## src/rtl/rr_queue_bank.sv

```systemverilog
// Bank of three independent circular FIFOs feeding one registered pop port.
// A one-hot grant pops a queue; error pulses flag dropped writes and illegal grants.
module rr_queue_bank #(
    parameter int DW    = 8,
    parameter int DEPTH = 4
) (
    input  logic          clk,
    input  logic          rst_n,
    input  logic [2:0]    wr_en,
    input  logic [DW-1:0] wr_data0,
    input  logic [DW-1:0] wr_data1,
    input  logic [DW-1:0] wr_data2,
    output logic          q0_rdy,
    output logic          q1_rdy,
    output logic          q2_rdy,
    input  logic [2:0]    sel,
    output logic [DW-1:0] dout,
    output logic          dout_vld,
    output logic [1:0]    dout_qid,
    output logic [2:0]    full,
    output logic          ovf_err,
    output logic          sel_err
);

    localparam int AW = $clog2(DEPTH);
    localparam int CW = AW + 1;
    localparam logic [CW-1:0] FULL_CNT = CW'(DEPTH);

    logic [DW-1:0] mem_q    [3][DEPTH];
    logic [DW-1:0] mem_d    [3][DEPTH];
    logic [AW-1:0] wr_ptr_q [3];
    logic [AW-1:0] wr_ptr_d [3];
    logic [AW-1:0] rd_ptr_q [3];
    logic [AW-1:0] rd_ptr_d [3];
    logic [CW-1:0] cnt_q    [3];
    logic [CW-1:0] cnt_d    [3];

    logic [DW-1:0] dout_q, dout_d;
    logic [1:0]    qid_q, qid_d;
    logic          vld_q, vld_d;
    logic          ovf_q, ovf_d;
    logic          serr_q, serr_d;

    logic [DW-1:0] wr_data [3];
    logic [2:0]    rdy;
    logic [2:0]    pop;
    logic [2:0]    push;
    logic          sel_onehot;

    assign wr_data[0] = wr_data0;
    assign wr_data[1] = wr_data1;
    assign wr_data[2] = wr_data2;

    always_comb begin
        for (int i = 0; i < 3; i++) begin
            rdy[i]  = (cnt_q[i] != '0);
            full[i] = (cnt_q[i] == FULL_CNT);
        end
    end

    assign q0_rdy = rdy[0];
    assign q1_rdy = rdy[1];
    assign q2_rdy = rdy[2];

    // A full queue still accepts a write when it is popped in the same cycle.
    assign sel_onehot = (sel == 3'b001) || (sel == 3'b010) || (sel == 3'b100);
    assign pop        = sel_onehot ? (sel & rdy) : 3'b000;
    assign push       = wr_en & (~full | pop);

    always_comb begin
        mem_d    = mem_q;
        wr_ptr_d = wr_ptr_q;
        rd_ptr_d = rd_ptr_q;
        cnt_d    = cnt_q;
        dout_d   = dout_q;
        qid_d    = qid_q;
        vld_d    = |pop;
        ovf_d    = |(wr_en & full & ~pop);
        serr_d   = (sel != 3'b000) && (pop == 3'b000);
        for (int i = 0; i < 3; i++) begin
            if (push[i]) begin
                mem_d[i][wr_ptr_q[i]] = wr_data[i];
                wr_ptr_d[i]           = wr_ptr_q[i] + AW'(1);
            end
            if (pop[i]) begin
                rd_ptr_d[i] = rd_ptr_q[i] + AW'(1);
                dout_d      = mem_q[i][rd_ptr_q[i]];
                qid_d       = 2'(i);
            end
            cnt_d[i] = cnt_q[i] + CW'(push[i]) - CW'(pop[i]);
        end
    end

    always_ff @(posedge clk) begin
        mem_q <= mem_d;
    end

    always_ff @(posedge clk) begin
        if (!rst_n) begin
            for (int i = 0; i < 3; i++) begin
                wr_ptr_q[i] <= '0;
                rd_ptr_q[i] <= '0;
                cnt_q[i]    <= '0;
            end
            dout_q <= '0;
            qid_q  <= '0;
            vld_q  <= 1'b0;
            ovf_q  <= 1'b0;
            serr_q <= 1'b0;
        end else begin
            wr_ptr_q <= wr_ptr_d;
            rd_ptr_q <= rd_ptr_d;
            cnt_q    <= cnt_d;
            dout_q   <= dout_d;
            qid_q    <= qid_d;
            vld_q    <= vld_d;
            ovf_q    <= ovf_d;
            serr_q   <= serr_d;
        end
    end

    assign dout     = dout_q;
    assign dout_qid = qid_q;
    assign dout_vld = vld_q;
    assign ovf_err  = ovf_q;
    assign sel_err  = serr_q;

endmodule
```

## config.mk

```make
export PLATFORM = sky130hd
export DESIGN_NAME = rr_queue_bank
export DESIGN_NICKNAME = d
export VERILOG_FILES = /design/src/rtl/rr_queue_bank.sv
export SDC_FILE = /design/constraint.sdc
export NUM_CORES = 1
export LEC_CHECK = 0
export BUFFER_PORTS_ARGS = -buffer_cell sky130_fd_sc_hd__buf_4
export CAP_MARGIN = 20
export CORE_MARGIN = 3
export CORE_UTILIZATION = 50
export CTS_BUF_LIST = sky130_fd_sc_hd__clkbuf_4 sky130_fd_sc_hd__clkbuf_8
export CTS_CLUSTER_DIAMETER = 60
export DETAILED_ROUTE_END_ITERATION = 6
export GPL_TIMING_DRIVEN = 0
export PLACE_DENSITY = 0.69
export SKIP_LAST_GASP = 1
export SYNTH_ARGS = -nofsm -noshare
export SYNTH_HDL_FRONTEND = slang
export SYNTH_SLANG_ARGS = --single-unit
```

## constraint.sdc

```tcl
create_clock -name clk -period 2.6 [get_ports clk]
set_input_delay 0.13 -clock clk [delete_from_list [all_inputs] [get_ports clk]]
set_output_delay 0.13 -clock clk [all_outputs]
set_load 0.05 [all_outputs]
```

# Word level (Yosys, flattened, before mapping)
# Index checks and enable logic that the tools add are counted.
# W data, S select, Z words.
# word_totals
wordCells	109
in_bits	32
output_inout_bits	19
regBits	130
# classes
reduce_logical	16
n_lt_le_gt_ge	9
eq_ne	6
n_bitwise	14
addsub	12
muxes	25
# op_table
operator	count
$bwmux W32	3
$mux W8	12
$bmux W8 S2	3
$demux W8 S2	3
$ge A3 B3 Y1 const B	6
$not A2 Y3	6
$reduce_bool A3 Y1	5
$add A2 B1 Y2 const B	6
$and A3 B3 Y3	4
$eq A3 B3 Y1 const B	4
$add A3 B1 Y3	3
$lt A3 B1 Y1 const B	3
$sub A3 B1 Y3	3
$mux W2	3
$not A3 Y3	2
$reduce_or A3 Y1	2
$logic_and A1 B1 Y1	4
$eq A3 B1 Y1 const B	1
$eq A3 B2 Y1 const B	1
$logic_not A3 Y1	1
$mux W3	1
$or A3 B3 Y3	1
$logic_or A1 B1 Y1	2
$reduce_bool A2 Y1	1
2 further kinds	2

# Logic depth before layout (Yosys ltp)
# logic_depth
ltp_word	8
mapped_depth	13
depth_no_buf	12

# Least setup slack after synthesis
# No wires, ideal clock.
# synth_path
path_kind	flip-flop to flip-flop
start	reg cnt_q[7] in the netlist's numbering
end	reg cnt_q[8] in the netlist's numbering
path_stages_with_launch	12
slack_ns	-0.699
arrival_ns	3.172
setup_ns	0.128
period_less_slack_ns	3.299
path_buffers	0
required_ns	2.472
cell_sequence	dfxtp_1 > nor3b_1 > a21boi_2 > inv_1 > ha_1 > inv_1 > ha_1 > inv_1 > fa_1 > xor2_1 > xnor2_1 > nor2_1
# synth_via
word_cells_on_any_way	9
cone_classes	2 x add/sub; 1 x eq/ne; 1 x mux; 4 x bitwise; 1 x reduce/logical
# synth_rtl
item	line_no	source
start, declared	35	logic [CW-1:0] cnt_q [3];
start signal, assigned	113	cnt_q <= cnt_d;
$eq A3 B3 Y1	57	full[i] = (cnt_q[i] == FULL_CNT);
named net full[0]	20	output logic [2:0] full,
$not A3 Y3	68	assign push = wr_en & (~full | pop);
$or A3 B3 Y3	68	
$and A3 B3 Y3	68	
$add A3 B1 Y3	90	cnt_d[i] = cnt_q[i] + CW'(push[i]) - CW'(pop[i]);
$sub A3 B1 Y3	90	
# The timed path passes the listed nets, and every way through them passes these cells.
# A chain may end at the register's enable or synchronous reset.

# Final worst setup path
# layout_path
start	reg cnt_q[7] in the netlist's numbering
end	reg cnt_q[8] in the netlist's numbering
# layout_via
elab_chain_len	7
word_cells_on_any_way	9
cone_classes	2 x add/sub; 1 x eq/ne; 1 x mux; 4 x bitwise; 1 x reduce/logical
# layout_lines
item	line_no	source
$reduce_bool A3 Y1 (*)	56	rdy[i] = (cnt_q[i] != '0);
$and A3 B3 Y3 (*)	67	assign pop = sel_onehot ? (sel & rdy) : 3'b000;
$mux W3 (*)	67	
named net pop[0]	46	logic [2:0] pop;
$or A3 B3 Y3	68	
$and A3 B3 Y3	68	
$add A3 B1 Y3	90	
$sub A3 B1 Y3 (*)	90	
# Mark *: on every way through the listed nets, which the timed path passes. The rest lies on a longest branch.

==> results by group <==
Setup path
  – Biggest cell delay along the critical path: 0.39 ns
  – FF-to-FF Start: cnt_q[7]
  – Critical path origin: cnt_q[7]
  – R2r setup slk: 0.21 ns
  – CP delay by family, top: adder cells
  – Cells along the critical path: nor3_2 -> inv_1 -> nand2b_4 -> clkinv_2 -> buf_8 -> ha_1 -> inv_1 -> ha_1 -> inv_1 -> fa_1 -> xor2_1 -> xnor2_1 -> nor2_1
  – WS Path Type: flip-flop to flip-flop
  – Worst EP arrival: 2.70 ns
  – Crit path max fanout: 10
  – Crit end category: flip-flop
  – Worst path buffer plus inverter count: 5
  – Startpoint Class: flip-flop
  – Worst path required time: 2.91 ns
  – CP max-delay cell: dfxtp_1
  – Most used cell, CP: inv_1

Die
  – Initial core utilization: 0.5189
  – Die Width: 110.0 um
  – Die area: 0.01209 mm2
  – I/O Pins: 51
  – Die Y: 110.0 um
  – Rows: 37
  – Core area: 0.01042 mm2

Clocking
  – Clock latency on the worst-skew pair: 0.44 ns
  – H-tree depth: 4
  – Root Driver: clkbuf_8
  – Maximum buffer depth of the clock tree: 2
  – TritonCTS clock tree: yes
  – Postcts setup bufs: 0
  – Num CTS Buffers: 17
  – CTS sink count: 130
  – Clock slew at reported path FFs: 0.07 ns

Hold path
  – HP Start: wr_en[2]
  – Worst Hold Class: primary input to flip-flop

Logic synthesis
  – Synthesized area per cell: 16.48 um2
  – Post-Synthesis Cells: 328
  – Synth cell count leaders: edfxtp_1 (96), dfxtp_1 (34), mux4_2 (24)
  – Register bit count reported by yosys: 130
  – Post-synth EDFFs: 96
  – Post-synth cell types: 43
  – Post-synth top area share: 0.5333
  – Complex-gate fraction of the synthesized area: 0.05301
  – Syn Std Cell Area: 0.005405 mm2
  – Register area share after synthesis: 0.6593
  – Post-Synth XOR/XNOR Area: 0.02431
  – Fraction of the mapped netlist area in adder cells: 0.05046
  – Most common cell in the netlist: edfxtp_1
  – Most common flop cell mapped by yosys: edfxtp_1
  – Post-synthesis mux area share: 0.1037
  – Top cells by area, synth: edfxtp_1 (53%), dfxtp_1 (13%), mux4_2 (10%)
  – Warnings from Yosys: 0
  – Main combinational cell family by area after synthesis: multiplexers
  – Syn_nets: 380
  – Cell taking the most area after synthesis: edfxtp_1
  – Synth Area in Simple Gates: 0.08171
  – Fraction of registers with async set/reset: 0

STA
  – Slew Viols, Final: 0
  – Period utilization: 0.9205
  – Crit path time final: 2.393 ns
  – Final hold violation count: 0
  – Setup_tns: 0 ns
  – Clock skew: 0.01067 ns
  – Endpoints failing setup: 0
  – Worst Tran Pin Value: 0.5929 ns
  – Worst setup margin: 0.2067 ns
  – RSZ-0062 raised after global routing: false
  – Fmax: 0.4178 GHz
  – Rel. slew slack: 0.6047

Cells and area
  – Number of diodes: 0
  – Share of post-route cells with drive strength above 1: 0.3387
  – Area delta synth->final: 23.77%
  – Cell Count, Final, Fillers Out: 573
  – Fill count: 754
  – NumNets Final: 476

Global routing
  – Total congestion overflow: 0
  – Gr usage total: 0.1873
  – Antenna violations before repair: 0
  – Largest net degree at the start of global routing: 17
  – Number of global-route vias before repair: 3,016
  – First-pass GRT wire length: 16,010 um

Routing
  – Avg Vias per Cell: 5.202
  – DRT iter0 DRCs: 233
  – Wire per inst: 17.83 um
  – Post-route DRC: 0
  – Drt pass-1 iters: 4
  – Routed WL: 10,220 um
  – Post-route ant nets: 0
  – Vias: 2,981

Pwr
  – Total power: 6.033 mW
  – Power Density: 901.8 mW/mm2
  – LEAKAGE: 2.408 nW
  – Worst IR Drop VDD: 0.0006934 V

Flow run
  – Max Cap Viol: 0

Placed design
  – Setup WS pre-CTS: 0.1202 ns
  – Placer Congestion: 0.7664
  – Dpl hpwl: 6916 um
  – Placed cells: 514
  – I/O Buffers: 50

Run status
  – Status: completed
report_power, final:
| part | switching, mW | total (mW) | internal (mW) |
|---|---|---|---|
| logic | 0.880 | 1.45 | 0.570 |
| clock network | 0.780 | 1.91 | 1.13 |
| registers | 0.151 | 2.67 | 2.52 |
cells by family (layout without fill, tap and decap cells):
| kind of cell | Yosys count | in the layout |
|---|---|---|
| flops | 130 | 130 |
| mux | 26 | 26 |
| xor+xnor | 15 | 15 |
| simple gates | 77 | 77 |
| buf+inv | 34 | 143 |
| compound gates | 26 | 26 |
| fa+ha+maj | 20 | 20 |
state kept, by name (all words and copies together), names as in the netlist:
name,count
mem_q,96
cnt_q,9
dout,8
rd_ptr_q,6
wr_ptr_q,6
dout_qid,2
dout_vld,1
ovf_err,1
sel_err,1
through the flow:
step / utilization / hold slack (ns) / area, um2
after global routing: 0.6423 / 0.01559 / 6690
after CTS: 0.6413 / 0.01018 / 6680
final: 0.6423 / 0.03357 / 6690
after global placement: 0.5724 / 0.3309 / 5962
after detailed placement: 0.5724 / 0.3365 / 5962
after floorplan: - / 0.2289 / 5416
worst paths after layout:
check                end  cells past startpoint
max             cnt_q[8]                     13
min reg2reg  dout_qid[1]                      2
max reg2reg     cnt_q[8]                     13
min              ovf_err                      3
final cells by class:
cell class,instances,area [um2],share of cell area
well taps,136,170.2,0.02543
plain buffers,12,65.06,0.009725
flip-flops and latches,130,3563,0.5326
multi-input cells,164,1714,0.2562
clock buffers,17,234.0,0.03497
inverters,22,83.83,0.01253
repair buffers,77,645.6,0.09650
clock inverters,15,214.0,0.03198
layout by cell type, fill, tap and decap left out, drive strengths merged, types with 2 or more instances in the layout:
| master | netlist | layout |
|---|---|---|
| nor3b | 4 | 4 |
| dlygate4sd3 | 0 | 27 |
| o22ai | 8 | 8 |
| ha | 17 | 17 |
| a311oi | 8 | 8 |
| clkbuf | 4 | 21 |
| edfxtp | 96 | 96 |
| xnor2 | 13 | 13 |
| buf | 8 | 58 |
| or3b | 3 | 3 |
| a31oi | 2 | 2 |
| mux4 | 24 | 24 |
| inv | 21 | 22 |
| bufinv | 0 | 5 |
| mux2i | 2 | 2 |
| and2 | 18 | 18 |
| nor3 | 4 | 4 |
| clkinv | 1 | 7 |
| xor2 | 2 | 2 |
| nor2 | 19 | 19 |
| clkinvlp | 0 | 3 |
| nand3 | 4 | 4 |
| a21oi | 4 | 4 |
| nand2 | 22 | 22 |
| fa | 3 | 3 |
| dfxtp | 34 | 34 |
per-layer routing:
layer | up-vias | global-route usage | routed length [um]
li1 | 1411 | - | -
met1 | 1479 | 0.2488 | 4517
met2 | 78 | 0.2877 | 4930
met4 | 0 | 0.07480 | 211
met3 | 13 | 0.06057 | 556
met5 | - | 0 | 0
timing repair:
item                                    in CTS  in global routing
endpoints found under the setup margin       0                  2
hold endpoints to repair                   102                  0
resized for setup                            0                  2
hold buffers                                27                  0
worst min-delay path, stage by stage:
cell and delay [ns]:
buf_4 0.11, nand2_1 0.09, a31oi_1 0.08
No activity file was read; power rests on OpenSTA's default activity.
